**config.mk**
```make
export PLATFORM = sky130hd
export DESIGN_NAME = iopmp_err_report_tlul_flat
export DESIGN_NICKNAME = d
export VERILOG_FILES = /design/src/rtl/iopmp_err_report_tlul_if.sv /design/src/rtl/iopmp_err_report_tlul.sv /design/src/flat_wrapper.sv
export SDC_FILE = /design/constraint.sdc
export NUM_CORES = 1
export LEC_CHECK = 0
export ABC_CLOCK_PERIOD_IN_PS = 2470
export CORE_ASPECT_RATIO = 0.6
export CORE_MARGIN = 5
export CORE_UTILIZATION = 37
export DETAILED_ROUTE_END_ITERATION = 8
export GPL_TIMING_DRIVEN = 0
export HOLD_SLACK_MARGIN = 0.05
export PLACE_DENSITY = 0.78
export SYNTH_ARGS = -nofsm -noshare
export SYNTH_HDL_FRONTEND = slang
export SYNTH_SLANG_ARGS = --single-unit
```
**constraint.sdc**
```tcl
create_clock -name clk -period 2.47 [get_ports clk]
set_input_delay 0.3705 -clock clk [delete_from_list [all_inputs] [get_ports clk]]
set_output_delay 0.3705 -clock clk [all_outputs]
set_load 0.03 [all_outputs]
```
**src/rtl/iopmp_err_report_tlul_if.sv**
```systemverilog
// rtl/iopmp_err_report_tlul_if.sv - TL-UL A/D channel bundle for the IOPMP error-report port
// Purpose: groups the TL-UL host request (A channel, d_ready) and device
// response (a_ready, D channel) signals of one 32-bit TL-UL link.
// Modports:
//   master : host side, drives a_* and d_ready
//   slave  : device side, drives a_ready and d_*
// Opcodes: Get=4, PutFullData=0, PutPartialData=1, AccessAck=0, AccessAckData=1.
interface iopmp_err_report_tlul_if #(
  parameter int SourceWidth = 8
);
  logic                   a_valid;
  logic [2:0]             a_opcode;
  logic [31:0]            a_address;
  logic [3:0]             a_mask;
  logic [31:0]            a_data;
  logic [SourceWidth-1:0] a_source;
  logic [1:0]             a_size;
  logic                   d_ready;

  logic                   a_ready;
  logic                   d_valid;
  logic [2:0]             d_opcode;
  logic [31:0]            d_data;
  logic [SourceWidth-1:0] d_source;
  logic [1:0]             d_size;
  logic                   d_error;

  modport master (
    output a_valid, a_opcode, a_address, a_mask, a_data, a_source, a_size, d_ready,
    input  a_ready, d_valid, d_opcode, d_data, d_source, d_size, d_error
  );

  modport slave (
    input  a_valid, a_opcode, a_address, a_mask, a_data, a_source, a_size, d_ready,
    output a_ready, d_valid, d_opcode, d_data, d_source, d_size, d_error
  );
endinterface

```
**src/rtl/iopmp_err_report_tlul.sv**
```systemverilog
// rtl/iopmp_err_report_tlul.sv - IOPMP error-capture registers behind a TL-UL device port
// Purpose: records the first denied IOPMP access (address, access type, RRID),
// raises irq_o = ie & v and lets the host read/clear the record over TL-UL.
// Ports:
//   clk, rst        clock, synchronous active-high reset
//   tl              TL-UL device port (slave modport), one outstanding transaction
//   viol_valid_i    per-channel one-cycle denied-access pulse
//   viol_addr_i     per-channel 34-bit denied address
//   viol_access_i   per-channel access type (1 = read, 2 = write)
//   irq_o           error interrupt, registered
// Registers: 0x00 ERR_CFG, 0x04 ERR_INFO, 0x08 ERR_REQADDR, 0x0C ERR_REQID, 0x10 ERR_CNT.
// Build option: define IOPMP_ERR_CNT_EN to implement the ERR_CNT counter;
// otherwise ERR_CNT reads as 0 and has no flops.
module iopmp_err_report_tlul #(
  parameter int IOPMPNumChan = 2,
  parameter int SourceWidth  = 8
) (
  input  logic                         clk,
  input  logic                         rst,
  iopmp_err_report_tlul_if.slave       tl,
  input  logic [IOPMPNumChan-1:0]      viol_valid_i,
  input  logic [IOPMPNumChan-1:0][33:0] viol_addr_i,
  input  logic [IOPMPNumChan-1:0][1:0] viol_access_i,
  output logic                         irq_o
);
  localparam logic [1:0] AccWrite = 2'd2;
  localparam logic [2:0] OpGet = 3'd4, OpPutFull = 3'd0, OpPutPartial = 3'd1;
  localparam logic [2:0] OpAccessAck = 3'd0, OpAccessAckData = 3'd1;

  typedef enum logic {S_IDLE, S_RESP} state_e;
  state_e state_q, state_n;

  logic                   ie_q, v_q, irq_q;
  logic [1:0]             ttype_q;
  logic [31:0]            addr_q;
  logic [SourceWidth-1:0] rrid_q;
  logic [15:0]            cnt_rd;

  logic [2:0]             d_opcode_q;
  logic [31:0]            d_data_q;
  logic [SourceWidth-1:0] d_source_q;
  logic [1:0]             d_size_q;
  logic                   d_error_q;

  // Request decode
  logic acc, is_get, is_put, ro_tgt, req_err, wr_ok, clr, ie_n, v_n;
  logic [31:0] rdata, rsp_data;

  assign acc    = tl.a_valid & tl.a_ready;
  assign is_get = (tl.a_opcode == OpGet);
  assign is_put = (tl.a_opcode == OpPutFull) || (tl.a_opcode == OpPutPartial);
  assign ro_tgt = (tl.a_address == 32'h08) || (tl.a_address == 32'h0C) ||
                  (tl.a_address == 32'h10);
  assign req_err = (tl.a_address[1:0] != 2'b00) || (tl.a_address > 32'h10) ||
                   !(is_get || is_put) ||
                   (is_put && ((tl.a_mask != 4'hF) || ro_tgt));
  assign wr_ok  = acc & is_put & ~req_err;
  assign clr    = wr_ok && (tl.a_address == 32'h04) && tl.a_data[0];

  always_comb begin
    rdata = 32'h0;
    case (tl.a_address[4:2])
      3'd0:    rdata = {31'h0, ie_q};
      3'd1:    rdata = {29'h0, ttype_q, v_q};
      3'd2:    rdata = addr_q;
      3'd3:    rdata = 32'(rrid_q);
      3'd4:    rdata = {16'h0, cnt_rd};
      default: rdata = 32'h0;
    endcase
  end
  assign rsp_data = (is_get && !req_err) ? rdata : 32'h0;

  // Lowest-index violation wins: scan downward so the last hit is the lowest.
  logic                   any_viol, cap;
  logic [SourceWidth-1:0] win_idx;
  logic [33:0]            win_addr;
  logic [1:0]             win_ttype;

  always_comb begin
    win_idx   = '0;
    win_addr  = '0;
    win_ttype = 2'd1;
    for (int i = IOPMPNumChan - 1; i >= 0; i--) begin
      if (viol_valid_i[i]) begin
        win_idx   = SourceWidth'(i);
        win_addr  = viol_addr_i[i];
        win_ttype = (viol_access_i[i] == AccWrite) ? 2'd2 : 2'd1;
      end
    end
  end

  assign any_viol = |viol_valid_i;
  // A clear in the same cycle as a violation re-arms capture, so capture wins.
  assign cap  = any_viol & (~v_q | clr);
  assign v_n  = cap ? 1'b1 : (clr ? 1'b0 : v_q);
  assign ie_n = (wr_ok && (tl.a_address == 32'h00)) ? tl.a_data[0] : ie_q;

  // Response FSM: state register
  always_ff @(posedge clk) begin
    if (rst) state_q <= S_IDLE;
    else     state_q <= state_n;
  end

  // Response FSM: next state
  always_comb begin
    state_n = state_q;
    case (state_q)
      S_IDLE:  if (tl.a_valid) state_n = S_RESP;
      S_RESP:  if (tl.d_ready) state_n = S_IDLE;
      default: state_n = S_IDLE;
    endcase
  end

  // Response FSM: outputs
  always_comb begin
    tl.a_ready = (state_q == S_IDLE);
    tl.d_valid = (state_q == S_RESP);
  end

  // Register file, capture record and response holding registers
  always_ff @(posedge clk) begin
    if (rst) begin
      ie_q       <= 1'b0;
      v_q        <= 1'b0;
      irq_q      <= 1'b0;
      ttype_q    <= 2'd0;
      addr_q     <= 32'h0;
      rrid_q     <= '0;
      d_opcode_q <= 3'd0;
      d_data_q   <= 32'h0;
      d_source_q <= '0;
      d_size_q   <= 2'd0;
      d_error_q  <= 1'b0;
    end else begin
      ie_q  <= ie_n;
      v_q   <= v_n;
      irq_q <= ie_n & v_n;
      if (cap) begin
        ttype_q <= win_ttype;
        addr_q  <= win_addr[33:2];
        rrid_q  <= win_idx;
      end
      if (acc) begin
        d_opcode_q <= is_get ? OpAccessAckData : OpAccessAck;
        d_data_q   <= rsp_data;
        d_source_q <= tl.a_source;
        d_size_q   <= tl.a_size;
        d_error_q  <= req_err;
      end
    end
  end

`ifdef IOPMP_ERR_CNT_EN
  logic [15:0] cnt_q;
  always_ff @(posedge clk) begin
    if (rst)                              cnt_q <= 16'h0;
    else if (any_viol && cnt_q != 16'hFFFF) cnt_q <= cnt_q + 16'h1;
  end
  assign cnt_rd = cnt_q;
`else
  assign cnt_rd = 16'h0;
`endif

  assign tl.d_opcode = d_opcode_q;
  assign tl.d_data   = d_data_q;
  assign tl.d_source = d_source_q;
  assign tl.d_size   = d_size_q;
  assign tl.d_error  = d_error_q;
  assign irq_o       = irq_q;

  logic unused_bits;
  assign unused_bits = ^{win_addr[1:0], tl.a_data[31:1]};
endmodule
```
**src/flat_wrapper.sv**
```systemverilog
// flat-port wrapper written by rule: the top's interface ports become plain ports
module iopmp_err_report_tlul_flat 
#(
  parameter int IOPMPNumChan = 2,
  parameter int SourceWidth  = 8
)
  (clk, rst, viol_valid_i, viol_addr_i, viol_access_i, irq_o, tl_a_valid, tl_a_opcode, tl_a_address, tl_a_mask, tl_a_data, tl_a_source, tl_a_size, tl_d_ready, tl_a_ready, tl_d_valid, tl_d_opcode, tl_d_data, tl_d_source, tl_d_size, tl_d_error);
  iopmp_err_report_tlul_if #(.SourceWidth(SourceWidth)) tl_i ();
  input  logic clk;
  input  logic rst;
  input  logic [IOPMPNumChan-1:0] viol_valid_i;
  input  logic [IOPMPNumChan-1:0][33:0] viol_addr_i;
  input  logic [IOPMPNumChan-1:0][1:0] viol_access_i;
  output logic irq_o;
  input wire logic [$bits(tl_i.a_valid)-1:0] tl_a_valid;
  input wire logic [$bits(tl_i.a_opcode)-1:0] tl_a_opcode;
  input wire logic [$bits(tl_i.a_address)-1:0] tl_a_address;
  input wire logic [$bits(tl_i.a_mask)-1:0] tl_a_mask;
  input wire logic [$bits(tl_i.a_data)-1:0] tl_a_data;
  input wire logic [$bits(tl_i.a_source)-1:0] tl_a_source;
  input wire logic [$bits(tl_i.a_size)-1:0] tl_a_size;
  input wire logic [$bits(tl_i.d_ready)-1:0] tl_d_ready;
  output wire logic [$bits(tl_i.a_ready)-1:0] tl_a_ready;
  output wire logic [$bits(tl_i.d_valid)-1:0] tl_d_valid;
  output wire logic [$bits(tl_i.d_opcode)-1:0] tl_d_opcode;
  output wire logic [$bits(tl_i.d_data)-1:0] tl_d_data;
  output wire logic [$bits(tl_i.d_source)-1:0] tl_d_source;
  output wire logic [$bits(tl_i.d_size)-1:0] tl_d_size;
  output wire logic [$bits(tl_i.d_error)-1:0] tl_d_error;
  assign tl_i.a_valid = tl_a_valid;
  assign tl_i.a_opcode = tl_a_opcode;
  assign tl_i.a_address = tl_a_address;
  assign tl_i.a_mask = tl_a_mask;
  assign tl_i.a_data = tl_a_data;
  assign tl_i.a_source = tl_a_source;
  assign tl_i.a_size = tl_a_size;
  assign tl_i.d_ready = tl_d_ready;
  assign tl_a_ready = tl_i.a_ready;
  assign tl_d_valid = tl_i.d_valid;
  assign tl_d_opcode = tl_i.d_opcode;
  assign tl_d_data = tl_i.d_data;
  assign tl_d_source = tl_i.d_source;
  assign tl_d_size = tl_i.d_size;
  assign tl_d_error = tl_i.d_error;
  iopmp_err_report_tlul #(.IOPMPNumChan(IOPMPNumChan), .SourceWidth(SourceWidth)) u_core (.clk(clk), .rst(rst), .tl(tl_i), .viol_valid_i(viol_valid_i), .viol_addr_i(viol_addr_i), .viol_access_i(viol_access_i), .irq_o(irq_o));
endmodule
```
# ---- After elaboration in Yosys (flattened, before gate mapping)
# Index checks and enable logic that the tools add are counted.
# W data, S select, Z words.
dict set report word_totals {
  reg_bits 92
  wordCells 71
  output_inout_bits 49
  in_bits 159
}
dict set report classes {
  magnitude_cmp 1
  n_bitwise 9
  eq_ne 12
  reduce_logical 20
  mux 17
}
# cell n
set ops {}
lappend ops {{$pmux W32 S4} 1}
lappend ops {{$mux W34} 2}
lappend ops {{$eq A32 B4 Y1 const B} 2}
lappend ops {{$eq A32 B3 Y1 const B} 1}
lappend ops {{$eq A32 B5 Y1 const B} 1}
lappend ops {{$gt A32 B5 Y1 const B} 1}
lappend ops {{$logic_not A32 Y1} 1}
lappend ops {{$mux W32} 1}
lappend ops {{$logic_or A1 B1 Y1} 8}
lappend ops {{$mux W1} 8}
lappend ops {{$mux W2} 4}
lappend ops {{$eq A3 B1 Y1 const B} 2}
lappend ops {{$eq A3 B2 Y1 const B} 2}
lappend ops {{$logic_not A3 Y1} 2}
lappend ops {{$and A1 B1 Y1} 5}
lappend ops {{$logic_and A1 B1 Y1} 5}
lappend ops {{$eq A2 B2 Y1 const B} 2}
lappend ops {{$ne A4 B4 Y1 const B} 1}
lappend ops {{$eq A3 B3 Y1 const B} 1}
lappend ops {{$not A1 Y1} 3}
lappend ops {{$logic_not A1 Y1} 2}
lappend ops {{$pmux W1 S2} 1}
lappend ops {{$reduce_bool A2 Y1} 1}
lappend ops {{$reduce_or A2 Y1} 1}
lappend ops {{$or A1 B1 Y1} 1}

# ---- Depth between registers and ports, before layout
# Gate-level depths: netlist of the first run.
dict set report depth {
  ltp_word 14
  mapped_depth 8
  depth_no_buf 5
}

# ---- Worst setup path before layout of the first run
# Ideal clock, no wire load.
dict set report synth_timing {
  kind {input to register}
  from {in tl_a_address[27]}
  to {reg u_core.addr_q[25]}
  setup_time_ns 0.148
  arrival_time_ns 1.769
  n_path_buf 2
  required_ns 2.322
  stages 7
  path_slack_ns 0.554
  path_cell_list {nor4_1 -> nand4_1 -> o41ai_2 -> and2_1 -> buf_2 -> buf_2 -> a211oi_1}
}
dict set report synth_via {
  elab_chain_cells 12
  elab_cells_between_ends 18
  classes_between {1 x order compare; 4 x eq/ne; 4 x bitwise; 9 x reduce/logical}
}
# element line
set synth_lines {}
lappend synth_lines {{start, declared} flat_wrapper.sv:17} ;# input wire logic [$bits(tl_i.a_address)-1:0] tl_a_address;
lappend synth_lines {{branches (longest 8 deep; another with $gt A32 B5 Y1)} n/a}
lappend synth_lines {{$logic_and A1 B1 Y1 * (2 in a row)} iopmp_err_report_tlul.sv:58} ;# assign clr = wr_ok && (tl.a_address == 32'h04) && tl.a_data[0];
lappend synth_lines {{$or A1 B1 Y1 *} iopmp_err_report_tlul.sv:94} ;# assign cap = any_viol & (~v_q | clr);
lappend synth_lines {{$and A1 B1 Y1 *} iopmp_err_report_tlul.sv:94}
lappend synth_lines {{end signal, assigned} iopmp_err_report_tlul.sv:140} ;# addr_q <= win_addr[33:2];
lappend synth_lines {{end, declared} iopmp_err_report_tlul.sv:35} ;# logic [31:0] addr_q;
# Every way passes the cells marked *.
# A chain may end at the register's enable or synchronous reset.

# ---- Final worst setup path of the first run
dict set report layout_timing {
  from {in tl_a_opcode[2]}
  to {reg u_core.d_data_q[8], in the netlist u_core.tl.d_data[8]}
}
dict set report layout_via {
  elab_chain_cells 9
  elab_cells_between_ends 12
  classes_between {2 x eq/ne; 1 x mux; 9 x reduce/logical}
}
# element line
set layout_lines {}
lappend layout_lines {{start, declared} flat_wrapper.sv:16} ;# input wire logic [$bits(tl_i.a_opcode)-1:0] tl_a_opcode;
lappend layout_lines {{$eq A3 B1 Y1 or $logic_not A3 Y1 (tied branches)} iopmp_err_report_tlul.sv:51} ;# assign is_put = (tl.a_opcode == OpPutFull) || (tl.a_opcode == OpPutPartial);
lappend layout_lines {{$logic_or A1 B1 Y1} iopmp_err_report_tlul.sv:51}
lappend layout_lines {{$logic_or A1 B1 Y1} iopmp_err_report_tlul.sv:55} ;# !(is_get || is_put) ||
lappend layout_lines {{$logic_not A1 Y1} iopmp_err_report_tlul.sv:55}
lappend layout_lines {{$logic_or A1 B1 Y1} iopmp_err_report_tlul.sv:54} ;# assign req_err = (tl.a_address[1:0] != 2'b00) || (tl.a_address > 32'h10) ||
lappend layout_lines {{$logic_or A1 B1 Y1} iopmp_err_report_tlul.sv:55}
lappend layout_lines {{$logic_not A1 Y1} iopmp_err_report_tlul.sv:71} ;# assign rsp_data = (is_get && !req_err) ? rdata : 32'h0;
lappend layout_lines {{$logic_and A1 B1 Y1 *} iopmp_err_report_tlul.sv:71}
lappend layout_lines {{$mux W32 *} iopmp_err_report_tlul.sv:71}
lappend layout_lines {{end signal, assigned} iopmp_err_report_tlul.sv:145} ;# d_data_q <= rsp_data;
lappend layout_lines {{end, declared} iopmp_err_report_tlul.sv:40} ;# logic [31:0] d_data_q;
# Every way passes the cells marked *; elsewhere a longest branch is shown, timed or not.

==> results of run 1 <==
==> layer usage <==
layer	GRT usage, %	vias to the layer above
met5	0	-
met4	5.08	0
met3	7.13	11
met2	30.8	125
met1	26.3	1611
li1	-	1690
==> worst max-delay path: stages <==
cell             delay [ps]
clkdlybuf4s50_1         490
a211oi_2                300
nand4_1                 120
buf_4                   180
or3_4                   380
nor4_4                  250
buf_4                   230
buf_6                   170
a22o_1                  130
==> cells in the mapped netlist (all sizes together) (3+ instances only) <==
library cell,count,area (µm²)
nor2b,5,31.3
a22oi,35,263
o31ai,4,30.0
a21oi,47,235
nand3b,3,22.5
nand2,28,105
clkbuf,24,90.1
a211oi,35,363
dfxtp,83,1660
nor4,10,77.6
nor2,10,37.5
a22o,29,254
nand4,5,31.3
buf,14,103
==> where the power goes <==
group / total [W] / internal, W / leakage, nW / switching (W)
registers: 0.00144 / 0.00140 / 0.679 / 0.0000362
clock network: 0.00161 / 0.00109 / 0.174 / 0.000519
logic: 0.000560 / 0.000301 / 1.16 / 0.000259
total: 0.00361 / 0.00279 / 2.02 / 0.000814
==> layout by cell type (no fill, tap or decap), drive strengths merged <==
cell           instances
a2111oi                1
a211oi                35
a21bo                  1
a21oi                 47
a22o                  29
a22oi                 35
and2                   1
and4                   1
buf                   14
bufinv                 4
clkbuf                36
clkdlybuf4s50        167
clkinv                 1
conb                   2
dfxtp                 83
inv                    2
mux2i                  2
nand2                 28
nand2b                 1
nand3                  1
nand3b                 3
nand4                  5
nor2                  10
nor2b                  5
nor3                   1
nor3b                  1
nor4                  10
o21ai                  2
o22ai                  1
o31ai                  4
o41ai                  1
or2                    2
or3                    1
==> sequential cells by signal, indices dropped and copies added (netlist names) <==
signal              count
u_core.tl.d_data       32
u_core.v_q              1
u_core.irq_o            1
u_core.tl.d_error       1
u_core.addr_q          32
u_core.tl.d_valid       1
u_core.ttype_q          2
u_core.ie_q             1
u_core.tl.d_size        2
u_core.rrid_q           1
u_core.tl.d_source      8
u_core.tl.d_opcode      1
==> cell type report <==
cell class	instances	area, µm²
buffer	38	200
inverter	2	7.51
fill	803	3460
tap	116	145
timing repair buffer	168	1680
sequential	83	1660
multi-input combinational	230	1610
clock buffer	11	233
clock inverter	5	125
==> stage by stage <==
step	cells	hold slack, ps	setup slack (ps)	utilization (%)
6_report	653	457	116	62.0
3_5_place_dp	636	450	-299	57.8
2_1_floorplan	353	443	554	-
5_1_grt	653	482	10.7	62.0
4_1_cts	652	458	53.5	61.7
3_3_place_gp	636	442	-284	57.8
==> final timing paths <==
| path | start | endpoint | slack, ps | cells past startpoint |
|---|---|---|---|---|
| max | tl_a_opcode[2] | u_core.tl.d_data[8]$_SDFFE_PP0P_ | 120 | 9 |
| min reg2reg | u_core.tl.d_opcode[0]$_SDFFE_PP0P_ | u_core.tl.d_opcode[0]$_SDFFE_PP0P_ | 460 | 2 |
| max reg2reg | u_core.tl.d_valid$_SDFF_PP0_ | u_core.addr_q[21]$_SDFFE_PP0P_ | 460 | 8 |
| min | u_core.tl.d_opcode[0]$_SDFFE_PP0P_ | u_core.tl.d_opcode[0]$_SDFFE_PP0P_ | 460 | 2 |
==> kinds of logic after synthesis <==
logic type | share of synthesized area, %
AND/OR/NAND/NOR | 10.7
other | 0.109
flip-flops | 48.2
multiplexers | 0.580
AO/OA/AOI/OAI | 34.7
buffers and inverters | 5.80
==> repair_timing <==
item	in CTS	in global routing
hold buffers	0	0
endpoints found under the setup margin	0	42
gates resized for setup	0	6
setup buffers	0	1
==> metrics.md, run 1 <==
| Metric | Value |
|---|---|
| Vias/cell | `between 5 and 6` |
| Total number of vias | `3437` |
| Pleak | `between 2 and 2.5 nW` |
| Share of layout cells above drive strength 1 | `about a tenth` |
| Height of the chip | `84.8 µm` |
| Power density over cell area | `637 mW/mm²` |
| First-pass GRT wire length | `18100 µm` |
| Area Growth Syn to Fin | `64.1%` |
| Clock skew | `4.83 ps` |
| Ports | `208` |
| CTS clk-pin slew, worst paths | `60 ps` |
| Number of global-route vias before repair | `3495` |
| Final setup TNS | `0 ps` |
| Worst slew pin tran | `728 ps` |
| Tot Pwr | `0.00361 W` |
| Critical path data required time | `2750 ps` |
| Iteration count of the initial detailed-routing pass | `4` |
| Post-synthesis cell count | `between 300 and 400` |
| WS Path Type | `input pin to flop` |
| EDFF count, synth | `0` |
| Crit path DAT | `2630 ps` |
| Synth Flop Type | `dfxtp_1` |
| Crit. End Element | `flop` |
| Slew Viols, Final | `0` |
| CTS tree | `done` |
| Achievable Freq | `0.425 GHz` |
| Routed length on met3 | `between 900 and 1000 µm` |
| Post-detailed-route wirelength per cell | `17.9 µm` |
| Core Rows | `27` |
| Mean Syn Cell Area | `between 9 and 10 µm²` |
| Max Used Layer | `met4` |
| Clock Latency Late Sink | `330 ps` |
| Path type of the worst min-delay path | `flop to flop` |
| Antenna Nets Post-Route | `0` |
| Clock Path Buffers | `2` |
| Post-Syn Area | `approximately 0.0034 mm²` |
| Outcome | `finished clean` |
| Worst Path Max Fanout | `10` |
| Cell variety after synth | `35` |
| Period utilization | `~95%` |
| Rel. slew slack | `between 50% and 60%` |
| Iter 0 DRT Violations | `about 160` |
| Post-synthesis sequential area ratio | `48.2%` |
| DRT Wirelength | `11700 µm` |
| CP startpoint kind | `input pin` |
| GRT Residual Overflow | `0` |
| Post-synthesis register bit count | `83` |
| Starting Density | `37.8%` |
| Nets@finish | `between 600 and 700` |
| Synth Warn # | `0` |
| DIE AREA | `0.0114 mm²` |
| DP Wirelength | `9130 µm` |
| DRC Markers | `0` |
| Met1 wire length | `5310 µm` |
| Num CTS Buffers | `9` |
| Cell Area, Placed | `0.00527 mm²` |
| Design Area, Final | `0.00566 mm²` |
| Largest vdd supply drop | `505 µV` |
| Endpoints failing setup | `0` |
| PortBufs | `167` |
| Final Wtd Congestion | `approximately 0.81` |
| Met2 Wirelength | `about 5300 µm` |
| Largest net degree at the start of global routing | `14` |
| RSZ-0062 raised after global routing | `no` |
| H-tree depth | `3` |
| Minimum clock period after layout | `approximately 2400 ps` |
| Clock root cell | `clkbuf_16` |
| Die width | `approximately 130 µm` |
| Final Hold Viols | `0` |
| Total GRT Usage | `19.9%` |
| Maxcap violations | `0` |
| Initial antenna violation count | `0` |
| CTS sink count | `83` |
| Fraction of registers with async set/reset | `0%` |
| Number of diodes | `0` |
| Core box area | `0.00912 mm²` |
(Power assumes the default switching activity.)
==> run 2: changes to the inputs <==
--- a/config.mk
+++ b/config.mk
@@ -11,7 +11,6 @@
 export CORE_UTILIZATION = 37
 export DETAILED_ROUTE_END_ITERATION = 8
 export GPL_TIMING_DRIVEN = 0
-export HOLD_SLACK_MARGIN = 0.05
 export PLACE_DENSITY = 0.78
 export SYNTH_ARGS = -nofsm -noshare
 export SYNTH_HDL_FRONTEND = slang
==> results of run 2 <==
The final DEF is identical to that of run 1; final timing and power are the same.
==> run 3: changes to the inputs <==
--- a/config.mk
+++ b/config.mk
@@ -5,13 +5,14 @@
 export SDC_FILE = /design/constraint.sdc
 export NUM_CORES = 1
 export LEC_CHECK = 0
-export ABC_CLOCK_PERIOD_IN_PS = 2470
+export ABC_CLOCK_PERIOD_IN_PS = 2760
+export CAP_MARGIN = 20
 export CORE_ASPECT_RATIO = 0.6
 export CORE_MARGIN = 5
-export CORE_UTILIZATION = 37
+export CORE_UTILIZATION = 40
 export DETAILED_ROUTE_END_ITERATION = 8
 export GPL_TIMING_DRIVEN = 0
-export PLACE_DENSITY = 0.78
+export PLACE_DENSITY = 0.81
 export SYNTH_ARGS = -nofsm -noshare
 export SYNTH_HDL_FRONTEND = slang
 export SYNTH_SLANG_ARGS = --single-unit
==> constraint.sdc (replaced) <==
create_clock -name clk -period 2.76 [get_ports clk]
set_input_delay 0.414 -clock clk [delete_from_list [all_inputs] [get_ports clk]]
set_output_delay 0.414 -clock clk [all_outputs]
set_load 0.03 [all_outputs]
==> metrics.md, run 3 (same netlist as run 1, synthesis figures left out) <==
| Metric | Value |
|---|---|
| Outcome | `finished clean (unchanged)` |
| H-tree depth | `3 (unchanged)` |
| Post-detailed-route wirelength per cell | `18.4 µm (was 17.9 µm)` |
| Share of layout cells above drive strength 1 | `10.3% (was 10.4%)` |
| Largest net degree at the start of global routing | `14 (unchanged)` |
| GRT Residual Overflow | `0 (unchanged)` |
| Period utilization | `91.1%` |
| Power density over cell area | `523 mW/mm² (was 637 mW/mm²)` |
| Cells on worst reg2reg path | `8 (unchanged)` |
| Minimum clock period after layout | `~2500 ps` |
| DIE AREA | `0.0106 mm² (was 0.0114 mm²)` |
| First-pass GRT wire length | `18500 µm (was 18100 µm)` |
| Slew Viols, Final | `0 (unchanged)` |
| Cells along the critical path | `clkdlybuf4s50_1, nor2b_1, clkbuf_1, nand4_1, o41ai_2, buf_4, buf_6, a21oi_1, a211oi_2 (was clkdlybuf4s50_1, a211oi_2, nand4_1, buf_4, or3_4, nor4_4, buf_4, buf_6, a22o_1)` |
| Crit path capture | `u_core.addr_q[13]$_SDFFE_PP0P_ (was u_core.tl.d_data[8]$_SDFFE_PP0P_)` |
| Worst Path Max Fanout | `10 (unchanged)` |
| Max incr delay on CP | `510 ps (was 490 ps)` |
| Crit path DAT | `2760 ps (was 2630 ps)` |
| CTS sink count | `83 (unchanged)` |
| Rel. slew slack | `54.0% (was 51.5%)` |
| Crit-path slowest cell | `clkdlybuf4s50_1 (unchanged)` |
| RSZ-0062 raised after global routing | `no (unchanged)` |
| Antenna Nets Post-Route | `0 (unchanged)` |
| Iter 0 DRT Violations | `180 (was 164)` |
| PortBufs | `167 (unchanged)` |
| Hold_buf cts | `0 (unchanged)` |
| Initial antenna violation count | `0 (unchanged)` |
| Vias/cell | `5.42 (was 5.26)` |
| Maxcap violations | `0 (unchanged)` |
| Largest vdd supply drop | `361 µV (was 505 µV)` |
| Core Rows | `26 (was 27)` |
| Final Wtd Congestion | `0.824 (was 0.809)` |
| Critical Path Source | `tl_a_valid (was tl_a_opcode[2])` |
| Crit. End Element | `flop (unchanged)` |
| Core box area | `0.00846 mm² (was 0.00912 mm²)` |
| Area Growth Syn to Fin | `60.8% (was 64.1%)` |
| Met1 Use GR | `28.3% (was 26.3%)` |
| CTS clk-pin slew, worst paths | `60 ps (about the same)` |
| Clock Path Buffers | `2 (unchanged)` |
| Total GRT Usage | `22.4% (was 19.9%)` |
| Nets@finish | `690 (was 691)` |
| Dpl cells | `632 (was 636)` |
| Final Hold Viols | `0 (unchanged)` |
| Pleak | `1.96 nW (was 2.02 nW)` |
| Busiest layer in global routing | `met2 (unchanged)` |
| DRT Wirelength | `11900 µm (was 11700 µm)` |
| Worst slew pin tran | `690 ps (was 728 ps)` |
| Commonest non-fill, non-tap cell in the layout | `clkdlybuf4s50_1 (unchanged)` |
| Most frequent cells in the layout | `167 x clkdlybuf4s50_1, 83 x dfxtp_1, 47 x a21oi_1 (unchanged)` |
| Die width | `130 µm (was 135 µm)` |
| Total number of vias | `3511 (was 3437)` |
| Clock Latency Late Sink | `330 ps (about the same)` |
| Hold Startpoint | `u_core.tl.d_source[3]$_SDFFE_PP0P_ (was u_core.tl.d_opcode[0]$_SDFFE_PP0P_)` |
| Layout Cells excl Fill | `648 (was 653)` |
| Sequential cell area | `0.00166 mm² (unchanged)` |
| Hold Slack | `457 ps (about the same)` |
| Flop2flop setup slack | `520 ps (was 460 ps)` |
| DP Wirelength | `9220 µm (was 9130 µm)` |
| Final setup TNS | `0 ps (unchanged)` |
| CP startpoint kind | `input pin (unchanged)` |
| Reg-to-reg startpoint | `u_core.tl.d_valid$_SDFF_PP0_ (unchanged)` |
| PostCTS Resize Cnt | `0 (unchanged)` |
| Clock skew | `3.28 ps (was 4.83 ps)` |
| Number of global-route vias before repair | `3724 (was 3495)` |
| CTS tree | `done (unchanged)` |
| Tot Pwr | `0.00290 W (was 0.00361 W)` |
| Filler cell count | `702 (was 803)` |
| Number of diodes | `0 (unchanged)` |
| Height of the chip | `81.9 µm (was 84.8 µm)` |
| Num CTS Buffers | `9 (unchanged)` |
| Critical path data required time | `3010 ps (was 2750 ps)` |
| Clock root cell | `clkbuf_16 (unchanged)` |
| Iteration count of the initial detailed-routing pass | `4 (unchanged)` |
| DRC Markers | `0 (unchanged)` |
| Ports | `208 (unchanged)` |
| WS Path Type | `input pin to flop (unchanged)` |
| Starting Density | `40.8% (was 37.8%)` |
| Area of the multi-input gates | `0.00159 mm² (was 0.00161 mm²)` |
| Final core utilization | `65.6% (was 62.0%)` |
| Met2 Track Usage GR | `36.6% (was 30.8%)` |
| Path type of the worst min-delay path | `flop to flop (unchanged)` |
| Endpoints failing setup | `0 (unchanged)` |
| Setup bufs post-CTS | `0 (unchanged)` |
| Reg-to-Reg End | `u_core.addr_q[13]$_SDFFE_PP0P_ (was u_core.addr_q[21]$_SDFFE_PP0P_)` |
| Met3 Use GR | `8.32% (was 7.13%)` |
| Achievable Freq | `0.398 GHz` |
-- run 3: changes by cell type in the layout (fill, tap and decap cells not counted), sizes merged --
cell      delta
clkbuf       -1
clkinv       +3
clkinvlp     +1
bufinv       -4
-- run 3: critical path: cells and delay by family --
kind | cells | cell delay (ps)
buf+inv | 4 | 1270
compound gates | 3 | 750
simple gates | 2 | 310
-- run 3: power breakdown --
group	internal [W]	switching [W]
clock network	0.000652	0.000465
registers	0.00125	0.0000318
logic	0.000267	0.000231
total	0.00217	0.000728
-- run 3: worst min path at each step --
stage                                               to  cells after the start
detailed placement  u_core.tl.d_source[3]$_SDFFE_PP0P_                      2
CTS                 u_core.tl.d_source[3]$_SDFFE_PP0P_                      2
global route         u_core.tl.d_data[16]$_SDFFE_PP0P_                      1
finish              u_core.tl.d_source[3]$_SDFFE_PP0P_                      2
global placement    u_core.tl.d_source[6]$_SDFFE_PP0P_                      2
floorplan            u_core.tl.d_data[10]$_SDFFE_PP0P_                      1
-- run 3: per-layer routing --
layer  vias up  share of wire [%]
li1       1693                  -
met1      1664                 44
met3        14                8.4
met4         0                1.2
met5         -                  0
met2       140                 46
-- run 3: layout make-up --
cell class / instances / share of cell area, %
plain buffers: 38 / 3.47
clock buffers: 11 / 4.56
clock inverters: 5 / 0.496
inverters: 2 / 0.135
multi-input cells: 230 / 28.7
flip-flops and latches: 83 / 30.0
well taps: 112 / 2.53
repair buffers: 167 / 30.1
-- run 3: stage by stage --
step | setup slack, ps | instance area, µm²
2_1_floorplan | 800 | 3450
3_3_place_gp | -6.17 | 5270
3_5_place_dp | -82.9 | 5270
4_1_cts | 241 | 5550
5_1_grt | 148 | 5550
6_report | 247 | 5550
==> RTL change 1: new RTL, settings of run 2 <==
Build with the macro `IOPMP_ERR_CNT_EN` defined.
--- a/src/rtl/iopmp_err_report_tlul.sv
+++ b/src/rtl/iopmp_err_report_tlul.sv
@@ -12,4 +12,6 @@
 // Build option: define IOPMP_ERR_CNT_EN to implement the ERR_CNT counter;
 // otherwise ERR_CNT reads as 0 and has no flops.
+`define IOPMP_ERR_CNT_EN
+
 module iopmp_err_report_tlul #(
   parameter int IOPMPNumChan = 2,
Function: changed (a bounded check fails within 4 cycles, from zero or initial values and one cycle with rst high).
==> RTL change 1 against run 2 <==
Worst setup slack better by 0.0092 ns. Design area is 17% higher. Cell count is 27% higher. Routed wire length grew 27%. Area after synthesis grew 25%. Clock power is 4% higher. Power rose by 11%. Sequential cell count is 16 higher.
==> RTL change 1: results (changes against run 2) <==
* Iteration count of the initial detailed-routing pass at 5 (was 4)
* Synth Area in XOR/XNOR at 1.823% (was 0%)
* DR iter-0 viols at 367 (was 164)
* Synth cell types at 50 (was 35)
* Clk_lat worst skew at between 0.3 and 0.4 ns
* Root buf cell: clkbuf_16 (unchanged)
* Highest Signal Layer: met4 (unchanged)
* GPL Wtd Cong at 0.9316 (was 0.8089)
* CP max stage delay at 0.55 ns (was 0.49 ns)
* Met2 WL post-DR at 6.765 mm (was 5.282 mm)
* Synth Area in Adders at 0.2894% (was 0%)
* FILL cells at 985 (was 803)
* Vias at 4469 (was 3437)
* Buffers added on ports at 169 (was 167)
* M1 wire length at 6.145 mm (was 5.308 mm)
* Placed cells at 814 (was 636)
* Gate Count Post-Synth at 484 (was 352)
* Commonest cells in the netlist: 99 x dfxtp_1, 85 x nor2_1, 65 x a22oi_1 (was 83 x dfxtp_1, 47 x a21oi_1, 35 x a22oi_1)
* Post-CTS sizing at 2 (was 0)
* VDD IR max at 384.9 uV (was 505.2 uV)
* First-pass GRT wire length at 23.14 mm (was 18.07 mm)
* Post-synthesis sequential area ratio at 45.85% (was 48.17%)
* Met3 usage in global routing at 7.763% (was 7.126%)
* Mux contribution to synthesized area at 1.216% (was 0.5803%)
* WL/cell at 17.82 um (was 17.86 um)
* Largest cells by area after synthesis: dfxtp_1 46%, a22oi_1 11%, nor2_1 7.4%, a211oi_1 4.5%, a211oi_2 2.9% (was dfxtp_1 48%, a22oi_1 7.6%, a22o_1 7.4%, a211oi_2 7.3%, a21oi_1 6.8%)
* Met2 GRT Util at 33.05% (was 30.84%)
* Relative slew slack at 36.46% (was 51.49%)
* Nets at 827 (was 691)
* Total global-route track usage at 20.83% (was 19.85%)
* Status: finished clean (unchanged)
* Place WS at -0.4506 ns (was -0.2987 ns)
* Leak pwr at 0.002365 uW (was 0.002017 uW)
* Dpl hpwl at 11.38 mm (was 9.132 mm)
* Largest net degree at the start of global routing at 16 (was 14)
* Metal3 WL at 1.732 mm (was 938 um)
* Met1 Use GR at 26.95% (was 26.27%)
* Vias in the first global route at 4455 (was 3495)
* Share of layout cells above drive strength 1 at 6.994% (was 10.43%)
* Routed WL at 14.82 mm (was 11.66 mm)
* Clock skew at 0.006976 ns (was 0.004834 ns)
* Crit path max-delay family: simple AND/OR/NAND/NOR gates (was buffers and inverters)
* Internal power at 3065 uW (was 2792 uW)
==> RTL change 1: cell count changes after synthesis, sizes merged, moves of 4 or more <==
cell / run 2 / this run
a21oi: 47 / 21
a22o: 29 / 13
a22oi: 35 / 65
dfxtp: 83 / 99
nand2: 28 / 32
nand3: 1 / 7
nor2: 10 / 85
nor4b: 0 / 4
xnor2: 0 / 7
==> RTL change 1: power by group through the flow <==
stage                     Sequential [uW]  Clock, uW  Combinational (uW)
after floorplan                      1760          0                 254
after global placement               1740          0                 568
after detailed placement             1750          0                 585
after CTS                            1710       1700                 589
after global routing                 1720       1760                 639
final                                1720       1680                 592
==> RTL change 1: final timing paths <==
kind | start | to | slack, ns | cells past startpoint
worst max register to register | u_core.cnt_q[1] | u_core.cnt_q[12] | 0.24 | 6
worst min-delay path | u_core.tl.d_source[3] | u_core.tl.d_source[3] | 0.46 | 2
worst min register to register | u_core.tl.d_source[3] | u_core.tl.d_source[3] | 0.46 | 2
worst max-delay path | viol_valid_i[0] | u_core.cnt_q[15] | 0.13 | 7
==> RTL change 1: worst reg2reg max path, cell delays in order (launching register included) <==
cell	delay, ns
dfxtp_1	0.41
ha_1	0.30
nand3_1	0.17
nor4_1	0.75
nand3_1	0.19
mux2i_1	0.21
nor2_1	0.06
==> RTL change 1: cell type report <==
| class | count | area, um2 | share of cell area (%) |
|---|---|---|---|
| multi-input combinational | 342 | 2160 | 32.67 |
| inverter | 3 | 11.26 | 0.1704 |
| clock buffer | 11 | 232.7 | 3.521 |
| sequential | 99 | 1982 | 29.98 |
| tap | 160 | 200.2 | 3.029 |
| clock inverter | 5 | 125.1 | 1.893 |
| buffer | 41 | 192.7 | 2.915 |
| timing repair buffer | 171 | 1707 | 25.82 |
==> RTL change 2: new RTL, config.mk and constraints of run 2 <==
Made on the original files. Remove the register `irq_q`: a continuous assignment takes its place, so the output `irq_o` follows one clock earlier.
--- a/src/rtl/iopmp_err_report_tlul.sv
+++ b/src/rtl/iopmp_err_report_tlul.sv
@@ -123,5 +123,4 @@
       ie_q       <= 1'b0;
       v_q        <= 1'b0;
-      irq_q      <= 1'b0;
       ttype_q    <= 2'd0;
       addr_q     <= 32'h0;
@@ -135,5 +134,4 @@
       ie_q  <= ie_n;
       v_q   <= v_n;
-      irq_q <= ie_n & v_n;
       if (cap) begin
         ttype_q <= win_ttype;
@@ -150,4 +148,6 @@
     end
   end
+
+  assign irq_q = ie_n & v_n;
 
 `ifdef IOPMP_ERR_CNT_EN
Behaviour: not the same (Yosys sat finds a counterexample within 4 cycles, from zero or initial values and one cycle with rst high).
==> RTL change 2 against run 2 <==
Sequential cell count is 1 lower. Area after synthesis rose by 2.4%. Power down 5.2%. Design area is 5.8% higher. First-iteration DRC count increased by 76%. Critical path type is now in -> out. Worst setup slack got worse by 0.077 ns. Count of clock-buffer cells in the layout is 2 lower. Routed wire length increased by 9.6%. Die area increased by 2.2%. Largest power group is now sequential cells.
==> RTL change 2: results (changes against run 2) <==
* Crit path launch: tl_a_opcode[1] (was tl_a_opcode[2])
* Synth async-reset ratio at 0% (unchanged)
* Post-synthesis sequential area ratio at 46.48% (was 48.17%)
* Nets at 710 (was 691)
* Worst Tran Pin Value at 0.5691 ns (was 0.7277 ns)
* Worst reg2reg endpoint: u_core.addr_q[31] (was u_core.addr_q[21])
* Sw frac at 25.59% (was 22.57%)
* Clock skew at 0.003977 ns (was 0.004834 ns)
* Routed WL at 12.79 mm (was 11.66 mm)
* Hold crit path type: in -> reg (was reg -> reg)
* Setup crit end: irq_o (was u_core.tl.d_data[8])
* Root buf cell: clkbuf_16 (unchanged)
* Clk slew on worst S/H paths at 0.06 ns (about the same)
* Commonest cells in the netlist: 82 x dfxtp_1, 66 x a22o_1, 32 x o21bai_1, 32 x o221a_2, 28 x nand2_1 (was 83 x dfxtp_1, 47 x a21oi_1, 35 x a22oi_1)
* Total global-route track usage at 20.97% (was 19.85%)
* Gate Count Post-Synth at 350 (was 352)
* Inserted Clock Buffers at 9 (unchanged)
* Clk buf depth at 2 (unchanged)
* VDD IR max at 436.7 uV (was 505.2 uV)
* First-pass GRT wire length at 19.23 mm (was 18.07 mm)
* Worst R2R Start: u_core.tl.d_valid (unchanged)
* Depth of the worst register-to-register path at 12 (was 8)
* Share of layout cells above drive strength 1 at 19.78% (was 10.43%)
* Iteration count of the initial detailed-routing pass at 5 (was 4)
* Non-filler cells, final at 686 (was 653)
* Worst R2R Setup Slack at 0.19 ns (was 0.46 ns)
* Vias in the first global route at 3757 (was 3495)
* Largest cells by area after synthesis: dfxtp_1 46%, a22o_1 16%, o221a_2 10%, o21bai_1 6.8%, nand2_1 3.0% (was dfxtp_1 48%, a22oi_1 7.6%, a22o_1 7.4%, a211oi_2 7.3%, a21oi_1 6.8%)
* GPL Wtd Cong at 0.7564 (was 0.8089)
* CP max stage delay at 0.32 ns (was 0.49 ns)
* FILL cells at 770 (was 803)
* Worst Min Path Start: tl_a_data[0] (was u_core.tl.d_opcode[0])
* Placed cells at 651 (was 636)
* Crit Path Max Fanout at 3 (was 10)
* Largest net degree at the start of global routing at 16 (was 14)
* Status: finished clean (unchanged)
* Vias at 3702 (was 3437)
* Synth cell types at 38 (was 35)
* Leak pwr at 0.002376 uW (was 0.002017 uW)
* Dpl hpwl at 9.407 mm (was 9.132 mm)
* DR iter-0 viols at 289 (was 164)
* H-tree lvl count at 3 (unchanged)
* Slowest CP cell: nor4b_4 (was clkdlybuf4s50_1)
* Buffers added on ports at 170 (was 167)
RTL change 2: cell types whose count changed after synthesis, sizes merged, moves of 3 or more:
cell / delta
clkbuf: -6
nand3b: -3
nand4: -3
o31ai: -4
o21bai: +32
a211oi: -32
a22oi: -34
o221a: +32
inv: +4
a21oi: -32
nor2: +5
a22o: +37
RTL change 2: cells by family (layout without fill, tap and decap cells):
logic type / count (synthesis) / after routing / synth area share (%)
other: 1 / 2 / 0.1062
AND/OR/NAND/NOR: 69 / 69 / 9.706
flip-flops: 82 / 82 / 46.48
multiplexers: 1 / 1 / 0.2834
AO/OA/AOI/OAI: 159 / 159 / 38.47
buffers and inverters: 38 / 243 / 4.959
RTL change 2: area by class of cell:
class                   count  area share [%]
repair buffers            189           30.54
clock inverters             7           1.295
plain buffers              31           3.029
clock buffers               9           3.760
flip-flops and latches     82           27.41
well taps                 130           2.716
multi-input cells         231           30.81
inverters                   7          0.4387
RTL change 2: power by group through the flow:
stage | logic (uW) | registers [uW] | clock network (uW)
2_1_floorplan | 246 | 1490 | 0
3_3_place_gp | 551 | 1480 | 0
3_5_place_dp | 567 | 1480 | 0
4_1_cts | 567 | 1450 | 1380
5_1_grt | 647 | 1460 | 1440
6_report | 605 | 1460 | 1360
RTL change 2: per-layer routing:
layer  vias up  track usage [%]  wire, um  share of wire, %
met5         -                0         0                 0
met4         0            6.038       122              0.95
met3         9            6.096      1011               7.9
met2       148            35.29      6181                48
met1      1779            26.27      5472                43
li1       1766                -         -                 -
RTL change 2: worst max-delay path, delay by kind of cell:
kind	cells	cell delay [ns]
compound gates	1	0.07
buf+inv	5	0.84
simple gates	4	0.78
RTL change 2: worst min path at each step:
stage                            endpoint  slack, ns  depth (start not counted)
global placement      u_core.tl.d_size[1]       0.45                          2
CTS                 u_core.tl.d_source[4]       0.46                          2
global route                  u_core.ie_q       0.44                          3
floorplan                u_core.addr_q[0]       0.44                          1
finish                        u_core.ie_q       0.39                          3
detailed placement  u_core.tl.d_source[4]       0.45                          2
RTL change 2: timing repair:
| action | 4_1_cts | 5_1_grt |
|---|---|---|
| hold buffers | 0 | 0 |
| setup endpoints to repair | 31 | 42 |
| pin swaps | 12 | 16 |
| resized for setup | 63 | 55 |
| buffers inserted | 11 | 6 |
| cloned | 0 | 3 |
RTL change 2: through the flow:
step / power [uW] / utilization (%) / setup slack, ns / TNS [ns] / cell area (um2)
after floorplan: 1738 / - / 0.3087 / 0 / 3536
after global placement: 2028 / 58.34 / -0.9971 / -22.24 / 5400
after detailed placement: 2047 / 58.34 / -1.004 / -23.38 / 5400
after CTS: 3400 / 63.06 / 0.0008484 / 0 / 5837
after global routing: 3550 / 64.71 / -0.008473 / -0.008473 / 5989
final: 3419 / 64.71 / 0.03891 / 0 / 5989
